[src/rtl/systolic_multiplier_ctrl.sv]
// systolic_multiplier_ctrl: load/clear/shift sequencer for a systolic multiplier with abort and result handshake
// Define SYSTOLIC_MULT_AUTO_ACK_EN to make DONE a single-cycle pulse that needs no acknowledge.
module systolic_multiplier_ctrl #(
  parameter int DATA_WIDTH = 8,
  parameter int PIPE_STAGES = 2,
  localparam int CW = $clog2(DATA_WIDTH + PIPE_STAGES + 1)
) (
  input  logic          i_CLK,
  input  logic          i_RESET,
  input  logic          i_CLK_ENABLE,
  input  logic          i_BEGIN_MULT,
  input  logic          i_RESULT_ACK,
  input  logic          i_ABORT,
  output logic          o_SHIFT_REG_LOAD,
  output logic          o_ACC_CLEAR,
  output logic          o_SHIFT_EN,
  output logic          o_RESULT_READY,
  output logic          o_BUSY,
  output logic [CW-1:0] o_CALC_COUNT
);
  localparam logic [CW-1:0] LAST = CW'(DATA_WIDTH + PIPE_STAGES - 1);
  typedef enum logic [1:0] {IDLE, LOAD, CALC, DONE} state_t;
  state_t state_q, state_d;
  logic [CW-1:0] cnt_q, cnt_d;
  logic done_exit;
`ifdef SYSTOLIC_MULT_AUTO_ACK_EN
  assign done_exit = 1'b1;
`else
  assign done_exit = i_RESULT_ACK;
`endif
  always_comb begin
    state_d = state_q;
    cnt_d = '0;
    case (state_q)
      IDLE: state_d = i_BEGIN_MULT ? LOAD : IDLE;
      LOAD: state_d = i_ABORT ? IDLE : CALC;
      CALC: begin
        state_d = i_ABORT ? IDLE : (cnt_q == LAST) ? DONE : CALC;
        cnt_d = (i_ABORT || cnt_q == LAST) ? '0 : cnt_q + CW'(1);
      end
      default: state_d = !done_exit ? DONE : i_BEGIN_MULT ? LOAD : IDLE;
    endcase
  end
  always_ff @(posedge i_CLK) begin
    if (i_RESET) begin
      state_q <= IDLE;
      cnt_q <= '0;
    end else if (i_CLK_ENABLE) begin
      state_q <= state_d;
      cnt_q <= cnt_d;
    end
  end
  assign o_SHIFT_REG_LOAD = state_q == LOAD;
  assign o_ACC_CLEAR = state_q == LOAD;
  assign o_SHIFT_EN = state_q == CALC;
  assign o_RESULT_READY = state_q == DONE;
  assign o_BUSY = state_q == LOAD || state_q == CALC;
  assign o_CALC_COUNT = state_q == CALC ? cnt_q : '0;
endmodule

[config.mk]
export PLATFORM = sky130hd
export DESIGN_NAME = systolic_multiplier_ctrl
export DESIGN_NICKNAME = d
export VERILOG_FILES = /design/src/rtl/systolic_multiplier_ctrl.sv
export SDC_FILE = /design/constraint.sdc
export NUM_CORES = 1
export LEC_CHECK = 0
export CAP_MARGIN = 20
export CORE_AREA = 2 2 39 41
export CTS_CLUSTER_DIAMETER = 200
export DETAILED_ROUTE_END_ITERATION = 10
export DIE_AREA = 0 0 41 43
export PLACE_DENSITY = 0.65
export SYNTH_ARGS = -nofsm -noshare
export SYNTH_HDL_FRONTEND = slang
export SYNTH_SLANG_ARGS = --single-unit
export TNS_END_PERCENT = 50
[constraint.sdc]
create_clock -name i_CLK -period 1.9 [get_ports i_CLK]
set_input_delay 0.38 -clock i_CLK [delete_from_list [all_inputs] [get_ports i_CLK]]
set_output_delay 0.38 -clock i_CLK [all_outputs]
set_load 0.1 [all_outputs]
# == Word-level counts from Yosys, hierarchy flattened ==
# Index checks and enable logic that the tools add are counted.
# op_classes
n_eq_ne,4
n_reduce_logical,3
n_addsub,1
muxes,9
# ops
cell,n
4-bit 2-to-1 mux,3
2-bit 2-to-1 mux,3
2-bit one-hot mux with 3 select lines,1
"4-bit by 1-bit adder with 4-bit output, second input constant",1
"2-bit equality test, second input constant",2
"4-bit equality test, second input constant",1
"2-bit by 1-bit equality test with 1-bit output, second input constant",1
2-bit logical NOT,1
1-bit logical OR,2
1-bit 2-to-1 mux,2
# word_totals
word_cells,19
register_bits,6
input_bits,6
output_inout_bits,9

# == Depth between registers and ports, before layout ==
# Gate-level depths: netlist (run 1).
# depth
word_depth,4
mapped_depth,5
ltp_nobuf,5

# == Least setup slack after synthesis (run 1) ==
# Ideal clock, no wire load.
# synth_timing
path_type,register to output
from,register state_q[0]
to,output o_CALC_COUNT[1]
t_arrival_ns,2.729
path_slack_ns,-1.209
n_path_buf,0
path_stages_with_launch,5
required_time_ns,1.520
cell_sequence,dfxtp_1 inv_1 ha_1 inv_1 nor2_1
# synth_via
elab_chain_cells,2
# synth_rtl
item,line_no,rtl
from (decl),23,"state_t state_q, state_d;"
from (signal assigned),49,state_q <= state_d;
2-bit equality test,n/a,
via o_SHIFT_EN,16,"output logic o_SHIFT_EN,"
4-bit 2-to-1 mux,58,assign o_CALC_COUNT = state_q == CALC ? cnt_q : '0;
to (decl),19,output logic [CW-1:0] o_CALC_COUNT
# The timed path passes the listed nets, and every way through them passes these cells.

# == Worst setup path in the final report (run 1) ==
# layout_timing
from,register state_q[0]
to,output o_CALC_COUNT[1]
# layout_via
elab_chain_cells,2
# layout_rtl
item,line_no
2-bit equality test,58
4-bit 2-to-1 mux,58
# Every way passes these cells.

==> results of run 1 <==
-- worst max-delay path: cells and delay by family, from the launching register on --
kind | cells | cell delay [ps]
buffers and inverters | 3 | 420
AND/OR/NAND/NOR | 1 | 120
adder cells (fa/ha/maj) | 1 | 220
flip-flops | 1 | 320
-- metal layers --
| layer | vias to the layer above | GRT usage, % |
|---|---|---|
| li1 | 187 | - |
| met1 | 160 | 14.0 |
| met2 | 15 | 16.3 |
| met3 | 2 | 2.09 |
| met4 | 0 | 12.0 |
| met5 | - | 0 |
-- worst paths after layout --
path,to,cells past startpoint
hold / removal,state_q[1]$_SDFFE_PP0P_,2
setup reg to reg,cnt_q[1]$_SDFFE_PP0P_,5
setup / recovery,o_CALC_COUNT[1],5
hold reg to reg,state_q[1]$_SDFFE_PP0P_,2
-- power breakdown --
group          switching (uW)  internal [uW]
Clock                    43.3           71.3
Combinational            96.6           60.2
Sequential               6.04            132
Total                     146            263
-- cell usage in the layout, fill, tap and decap left out, drive strengths merged, types with 2 or more instances in the layout --
cell type,synthesis,final
dfxtp,6,6
buf,2,9
clkbuf,0,3
clkdlybuf4s50,0,5
inv,7,7
and2,3,3
xor2,2,2
ha,6,6
nor3,3,3
nor2,4,4
-- registers in the layout (all words and copies together) (netlist names) --
signal and count:
cnt_q 4, state_q 2
-- stage by stage --
stage          power (uW)  setup TNS [ps]
3_3_place_gp          297               0
5_1_grt               428               0
3_5_place_dp          297               0
4_1_cts               416               0
6_report              409               0
2_1_floorplan         247            -131
-- area by class of cell --
class                      count  area [um^2]
fill                         114          659
inverter                       7         26.3
timing repair buffer          14          230
tap                           16         20.0
clock buffer                   3         22.5
multi-input combinational     31          305
sequential                     6          120
-- logic make-up after synthesis --
family	Yosys count
and+or+nand+nor	14
buffers and inverters	9
AOI/OAI and AO/OA	8
adders and majority gates	6
DFF	6
xor gates and xnor gates	3
==> impl_results.md, run 1 <==
- Layout cells sized above 1: 34.4%
- Clock transition at path regs: 40 ps
- Iter 0 DRT Violations: 11
- Vias in the first global route: 345
- Crit-path max FO: 7
- DR top layer: met4
- Mapped Cells: 46
- Crit path time final: 1700 ps
- DR WL met3: 61 um
- CTS root buf: clkbuf_4
- GRT overflow: 0
- Area post-placement: 702 um^2
- CTS tree: yes
- First-pass GRT wire length: 1360 um
- H-tree levels: 1
- Fin cells: 77
- CTS hold repair buffers: 0
- Area growth from synthesis to layout: 61.7%
- Top-area cell type share of the netlist area: 26.8%
- Highest clock rate: 587 MHz
- Nets: 75
- Req. time, crit path: 1520 ps
- Die Area: 1760 um^2
- Initial DRT Pass Iterations: 4
- PortBufs: 14
- Worst path max stage delay: 320 ps
- Mean number of vias per cell: 4.73
- VDD IR max: 0.310 mV
- Final worst path period share: 89.6%
- GRT Total Usage: 11.8%
- Synth area leader: dfxtp_1
- Cell area after synthesis: 448 um^2
- Mux share of post-synthesis cell area: 0%
- Post-synthesis adder-cell area fraction: 16.8%
- Min-delay src: state_q[1]$_SDFFE_PP0P_
- Mean Syn Cell Area: 9.74 um^2
- DP Cell Count: 74
- CTS resizes: 0
- Routed wire length: 803 um
- Synth Area in XOR/XNOR: 5.87%
- EDFF count, synth: 0
- Leak: 0.000306 uW
- Final instance area: 724 um^2
- Endpoints failing setup: 0
- Largest net degree at the start of global routing: 10
- Setup crit start: state_q[0]$_SDFFE_PP0P_
- Cell repeated most along the worst path: inv_1
- Yosys synthesis warning count: 0
- Slew Limit Fails: 0
- Sink Count: 6
- Hold Path Class: flop to flop
- # rows: 14
- Utilization after layout: 52.4%
- Worst Clk Skew: 2.68 ps
- Number of synthesized register bits: 6
- Most instantiated cells after synthesis: 6 x dfxtp_1, 6 x ha_1, 6 x inv_1
- Status: finished, final reports clean
- Hpwl dp: 669 um
- Antenna diodes: 0
- CTS max path bufs: 2
- Pre-CTS setup slack: 240 ps
- Post-synthesis cell type count: 24
- Number of setup buffers added after CTS: 0
- Initial antenna violation count: 0
- Worst slew margin: 74.0%
- Largest family of logic cells by synthesized area: compound AO/OA/AOI/OAI gates
- PwrDens: 565 nW/um^2
- Unrepaired setup endpoints after global routing: no
- Slowest CP cell: dfxtp_1
- RR Startpoint: cnt_q[1]$_SDFFE_PP0P_
- Arrival @ worst endpoint: 1320 ps
- Endpoints failing hold: 0
- Worst setup path class: flop to output pin
- Die Y: 43 um
- WHS: 561 ps
- Max Cap Violations: 0
- CP cell instances: inv_1 -> ha_4 -> inv_1 -> nor2_4 -> buf_12
- Post-synthesis sequential area ratio: 26.8%
- Routed met2 length: 358 um
- Initial Utilization: 32.4%
- Syn nets: 58
- Simple-gate share of the synthesized area: 19.3%
- Final WS setup: 197 ps
- DRT met1 WL: 363 um
- DRT antenna net count: 0
- RD Place Congestion: 0.752
- Die Wd: 41 um
- Post-synth top flop: dfxtp_1
- Compound-Gate Fraction of Synth Area: 21.2%
- Routed via count: 364
- Worst-Skew Late Latency: 240 ps
- Crit start category: flop
- TritonCTS buffer count: 3
- Slew @ Worst Pin: 389 ps
- CP Capture Type: output pin
- Fraction of registers with async set/reset: 0%
- R2r setup slk: 620 ps
- DRC errors left: 0
- Io pins: 15
- Top cells by area, synth: dfxtp_1 27%, ha_1 17%, a2111oi_4 6.1%
- Placeable core area: 1380 um^2
- Wirelength per Cell: 10.4 um
(Power assumes the default switching activity.)
==> run 2: changes to the inputs <==
--- a/config.mk
+++ b/config.mk
@@ -10,8 +10,7 @@
 export CTS_CLUSTER_DIAMETER = 200
 export DETAILED_ROUTE_END_ITERATION = 10
 export DIE_AREA = 0 0 41 43
-export PLACE_DENSITY = 0.65
 export SYNTH_ARGS = -nofsm -noshare
 export SYNTH_HDL_FRONTEND = slang
 export SYNTH_SLANG_ARGS = --single-unit
-export TNS_END_PERCENT = 50
+export TNS_END_PERCENT = 100
==> constraint.sdc (replaced) <==
create_clock -name i_CLK -period 1.9 [get_ports i_CLK]
set_input_delay 0.38 -clock i_CLK [delete_from_list [all_inputs] [get_ports i_CLK]]
set_output_delay 0.38 -clock i_CLK [all_outputs]
set_load 0.02 [all_outputs]
==> run 2 against run 1 <==
  * Register-to-register slack about the same
  * Clock skew increased by 1.6 ps
  * Sequential share of layout area increased by 2.4 points
  * Final area decreased by 13%
  * Clock power about the same
  * Worst setup slack got worse by 98 ps
  * Cell count increased by 5.2%
  * Routed wire length increased by 19%
==> impl_results.md, run 2 (synthesis gave the netlist of run 1 again) <==
- Status: finished, final reports clean
- Endpoints failing setup: 0
- Met3 GRT Util: 6.28%
- Final instance area: 633 um^2
- Arrival @ worst endpoint: 1420 ps
- Max reg flops: 4
- Largest delay share family, worst path: buffers and inverters
- TritonCTS buffer count: 3
- CP Capture Type: output pin
- Hold Path Class: flop to flop
- Initial antenna violation count: 0
- Endpoints failing hold: 0
- Req. time, crit path: 1520 ps
- Slew @ Worst Pin: 358 ps
- Hpwl dp: 780 um
- Internal power: 244 uW
- Initial Utilization: 32.4%
- Mean number of vias per cell: 4.75
- CTS resizes: 10
- Sequential Power Share: 39.9%
- Slew Limit Fails: 0
- Routed via count: 385
- VDD IR max: 0.227 mV
- Slowest CP cell: dfxtp_1
- Highest clock rate: 555 MHz
- Top flop regs: cnt_q x4, state_q x2
- Die Wd: 41 um
- Wirelength per Cell: 11.8 um
- Worst setup path class: flop to output pin
- Register Area: 120 um^2
- RD Place Congestion: 0.699
- Largest Register: cnt_q
- Switching part of the total: 28.0%
- Worst Clk Skew: 4.28 ps
- Largest net degree at the start of global routing: 8
- Overall power: 339 uW
- Unrepaired setup endpoints after global routing: no
- Initial DRT Pass Iterations: 2
- DRC errors left: 0
- Most frequent cells in the layout: 9 x dlygate4sd2_1, 6 x inv_1, 6 x dfxtp_1, 5 x ha_1, 5 x clkdlybuf4s50_1
- First-pass GRT wire length: 1580 um
- Max Cap Violations: 0
- Worst Path Buf+Inv: 2
- Clock group share of total power: 34.0%
- FILL cells: 142
- # rows: 14
- Worst slew margin: 76.0%
- Die Area: 1760 um^2
- GRT overflow: 0
- Sink Count: 6
- DRT antenna net count: 0
- Number of setup buffers added after CTS: 0
- GRT Total Usage: 14.2%
- Area growth from synthesis to layout: 41.3%
- PortBufs: 14
- Net Switching: 94.8 uW
- Vias in the first global route: 355
- Crit-path max FO: 7
- Layout cells sized above 1: 20.0%
- Nets: 79
- Io pins: 15
- Worst-Skew Late Latency: 240 ps
- Crit path time final: 1800 ps
- Crit start category: flop
- Met1 Resource Use GR: 16.3%
- Routed wire length: 954 um
- CTS hold repair buffers: 0
- Iter 0 DRT Violations: 4
- Leak: 0.000318 uW
- Commonest non-fill, non-tap cell in the layout: dlygate4sd2_1
- GR peak layer: met2
- GR Util met2: 20.0%
- Worst path max stage delay: 350 ps
- CP cell instances: inv_1 -> ha_2 -> and2_2 -> dlygate4sd2_1
- Area occupied by multi-input gates: 285 um^2
- Placeable core area: 1380 um^2
- Clock transition at path regs: 40 ps
- CTS max path bufs: 2
- Antenna diodes: 0
- Die Y: 43 um
- Final worst path period share: 94.8%
- Area post-placement: 619 um^2
- PwrDens: 535 nW/um^2
- Combinational power share: 26.1%
- CTS root buf: clkbuf_4
- H-tree levels: 1
- Final WS setup: 99.4 ps
- CTS tree: yes
- Pre-CTS setup slack: 10.5 ps
- Setup TNS Final: 0 ps
-- run 2: cell count changes in the layout (fill, tap and decap cells not counted) --
| cell | delta |
|---|---|
| buf_12 | -9 |
| dlygate4sd2_1 | +9 |
| buf_4 | +4 |
| and2_1 | +2 |
| and2_2 | -2 |
| ha_2 | +1 |
| ha_4 | -1 |
| nor2_1 | +1 |
| nor2_4 | -1 |
-- run 2: layout make-up --
class / count / area share (%)
inverter: 7 / 4.15
timing repair buffer: 18 / 25.1
sequential: 6 / 19.0
clock buffer: 3 / 3.56
tap: 16 / 3.16
multi-input combinational: 31 / 45.1
-- run 2: worst reg2reg max path, delay by kind of cell, from the launching register on --
family / cells / cell delay [ps]
compound gates: 2 / 420
fa+ha+maj: 1 / 230
buf+inv: 1 / 150
flops: 1 / 300
simple gates: 1 / 100
-- run 2: final timing paths --
check,startpoint,end,slack [ps],depth (start not counted)
min,state_q[0]$_SDFFE_PP0P_,state_q[0]$_SDFFE_PP0P_,570,2
min reg2reg,state_q[0]$_SDFFE_PP0P_,state_q[0]$_SDFFE_PP0P_,570,2
max,state_q[0]$_SDFFE_PP0P_,o_CALC_COUNT[2],100,4
max reg2reg,cnt_q[0]$_SDFFE_PP0P_,cnt_q[1]$_SDFFE_PP0P_,610,5
-- run 2: power by group through the flow --
stage | Clock, uW | Combinational [uW] | Sequential [uW]
2_1_floorplan | 0 | 54.7 | 138
3_3_place_gp | 0 | 93.3 | 137
3_5_place_dp | 0 | 94.6 | 137
4_1_cts | 118 | 89.6 | 135
5_1_grt | 135 | 97.3 | 135
6_report | 115 | 88.5 | 135
-- run 2: layer usage --
metal | wire (um) | vias to the layer above
met5 | 0 | -
met4 | 23 | 0
met3 | 55 | 4
met2 | 431 | 13
met1 | 442 | 170
li1 | - | 198
-- run 2: through the flow --
step / std cells / hold WS, ps / util (%)
finish: 81 / 574 / 45.8
global route: 81 / 624 / 45.8
CTS: 81 / 584 / 45.8
detailed placement: 78 / 577 / 44.8
global placement: 78 / 557 / 44.8
floorplan: 46 / 452 / -
==> run 3: changes to the inputs <==
--- a/config.mk
+++ b/config.mk
@@ -10,6 +10,7 @@
 export CTS_CLUSTER_DIAMETER = 200
 export DETAILED_ROUTE_END_ITERATION = 10
 export DIE_AREA = 0 0 41 43
+export MAX_ROUTING_LAYER = met4
 export SYNTH_ARGS = -nofsm -noshare
 export SYNTH_HDL_FRONTEND = slang
 export SYNTH_SLANG_ARGS = --single-unit
==> run 3 against run 2 <==
  * Count of clock-buffer cells in the layout unchanged
  * Sequential power about the same
  * Worst setup slack improved by 1.8 ps
  * Non-clock buffer count unchanged
  * Clock skew about the same
  * Utilization unchanged
  * Cell count unchanged
  * Power decreased by 0.26%
  * Clock power about the same
  * Via count increased by 0.26%
  * Register-to-register slack about the same
  * Maximum frequency about the same
==> impl_results.md, run 3 (synthesis gave the netlist of run 1 again) <==
- Initial DRT Pass Iterations: 2
- PortBufs: 14
- Final worst path period share: 94.7%
- Crit path to: o_CALC_COUNT[2]
- Hpwl dp: 780 um
- Area growth from synthesis to layout: 41.3%
- Initial Utilization: 32.4%
- Slew @ Worst Pin: 363 ps
- Largest Register: cnt_q
- Area occupied by multi-input gates: 285 um^2
- CTS root buf: clkbuf_4
- Max Cap Violations: 0
- Routed via count: 386
- CTS max path bufs: 2
- Mean number of vias per cell: 4.77
- Leak: 0.000318 uW
- WHS: 574 ps
- DRC errors left: 0
- Register Area: 120 um^2
- Status: finished, final reports clean
- Number of setup buffers added after CTS: 0
- Crit start category: flop
- Highest clock rate: 556 MHz
- H-tree levels: 1
- Hold Path Class: flop to flop
- Die Y: 43 um
- Clock transition at path regs: 40 ps
- VDD IR max: 0.225 mV
- Setup crit start: state_q[0]$_SDFFE_PP0P_
- Io pins: 15
- Setup TNS Final: 0 ps
- Top flop regs: cnt_q x4, state_q x2
- PwrDens: 533 nW/um^2
- Req. time, crit path: 1520 ps
- Worst slew margin: 75.7%
- Iter 0 DRT Violations: 3
- DRT antenna net count: 0
- Worst reg2reg path endpoint: cnt_q[1]$_SDFFE_PP0P_
- Unrepaired setup endpoints after global routing: no
- RR Startpoint: cnt_q[0]$_SDFFE_PP0P_
- R2r setup slk: 610 ps
- Die Wd: 41 um
- Antenna diodes: 0
- Endpoints failing setup: 0
- Worst-Skew Late Latency: 240 ps
- Crit-path max FO: 7
- Die Area: 1760 um^2
- Max reg flops: 4
- Routed wire length: 951 um
- Register-to-Register Path Depth: 5
- Layout cells sized above 1: 20.0%
- Vias in the first global route: 358
- Worst Clk Skew: 4.32 ps
- GRT Total Usage: 13.9%
- CP Capture Type: output pin
- Largest net degree at the start of global routing: 8
- Worst setup path class: flop to output pin
- Wirelength per Cell: 11.7 um
- Sink Count: 6
- First-pass GRT wire length: 1570 um
- Initial antenna violation count: 0
- Arrival @ worst endpoint: 1420 ps
- # rows: 14
- Crit path time final: 1800 ps
- RD Place Congestion: 0.706
- Placeable core area: 1380 um^2
- CTS tree: yes
- Nets: 79
- Most frequent cells in the layout: 9 x dlygate4sd2_1, 6 x inv_1, 6 x dfxtp_1, 5 x ha_1, 5 x clkdlybuf4s50_1
- FILL cells: 142
- Commonest non-fill, non-tap cell in the layout: dlygate4sd2_1
- Endpoints failing hold: 0
- GRT overflow: 0
- Slew Limit Fails: 0
- CTS hold repair buffers: 0
- TritonCTS buffer count: 3
-- run 3: cell counts in the layout (fill, tap and decap cells not counted) --
No cell type changed its count.
-- run 3: power by group --
part | switching (uW) | internal (uW) | total, uW
combinational | 47.5 | 40.9 | 88.4
clock | 42.9 | 71.2 | 114
sequential | 3.56 | 132 | 135
-- run 3: metrics by stage --
stage | util (%) | cell area (um^2) | setup WS (ps) | cells | total power [uW]
global placement | 44.8 | 619 | 45.7 | 78 | 230
finish | 45.8 | 633 | 101 | 81 | 338
CTS | 45.8 | 633 | 84.9 | 81 | 343
global route | 45.8 | 633 | 18.4 | 81 | 362
floorplan | - | 448 | 357 | 46 | 193
detailed placement | 44.8 | 619 | 10.5 | 78 | 232
-- run 3: critical path: stages (launching register included) --
cell           delay, ps
dfxtp_1              350
inv_1                 80
ha_2                 230
and2_2               190
dlygate4sd2_1        310
-- run 3: worst min path at each step --
| stage | depth (start not counted) | endpoint | slack (ps) | start |
|---|---|---|---|---|
| floorplan | 1 | state_q[1]$_SDFFE_PP0P_ | 450 | i_RESET |
| global placement | 2 | state_q[0]$_SDFFE_PP0P_ | 560 | state_q[0]$_SDFFE_PP0P_ |
| detailed placement | 2 | state_q[0]$_SDFFE_PP0P_ | 580 | state_q[0]$_SDFFE_PP0P_ |
| CTS | 2 | state_q[0]$_SDFFE_PP0P_ | 580 | state_q[0]$_SDFFE_PP0P_ |
| global route | 2 | state_q[0]$_SDFFE_PP0P_ | 620 | state_q[0]$_SDFFE_PP0P_ |
| finish | 2 | state_q[0]$_SDFFE_PP0P_ | 570 | state_q[0]$_SDFFE_PP0P_ |
-- run 3: repair_timing --
action | in CTS | in global routing
resized for setup | 10 | 0
endpoints found under the setup margin | 9 | 0
hold endpoints to repair | 0 | 0
-- run 3: routing by layer --
layer	share of wire [%]	wire length, um	up-vias	GRT usage, %
li1	-	-	198	-
met1	48	452	171	16.6
met2	44	423	13	19.7
met3	5.5	52	4	3.14
met4	2.4	23	0	10.0
met5	0	0	-	-
-- run 3: final cells by class --
class / instances / area share, %
Tap cell: 16 / 3.16
Timing Repair Buffer: 18 / 25.1
Inverter: 7 / 4.15
Clock buffer: 3 / 3.56
Sequential cell: 6 / 19.0
Multi-Input combinational cell: 31 / 45.1
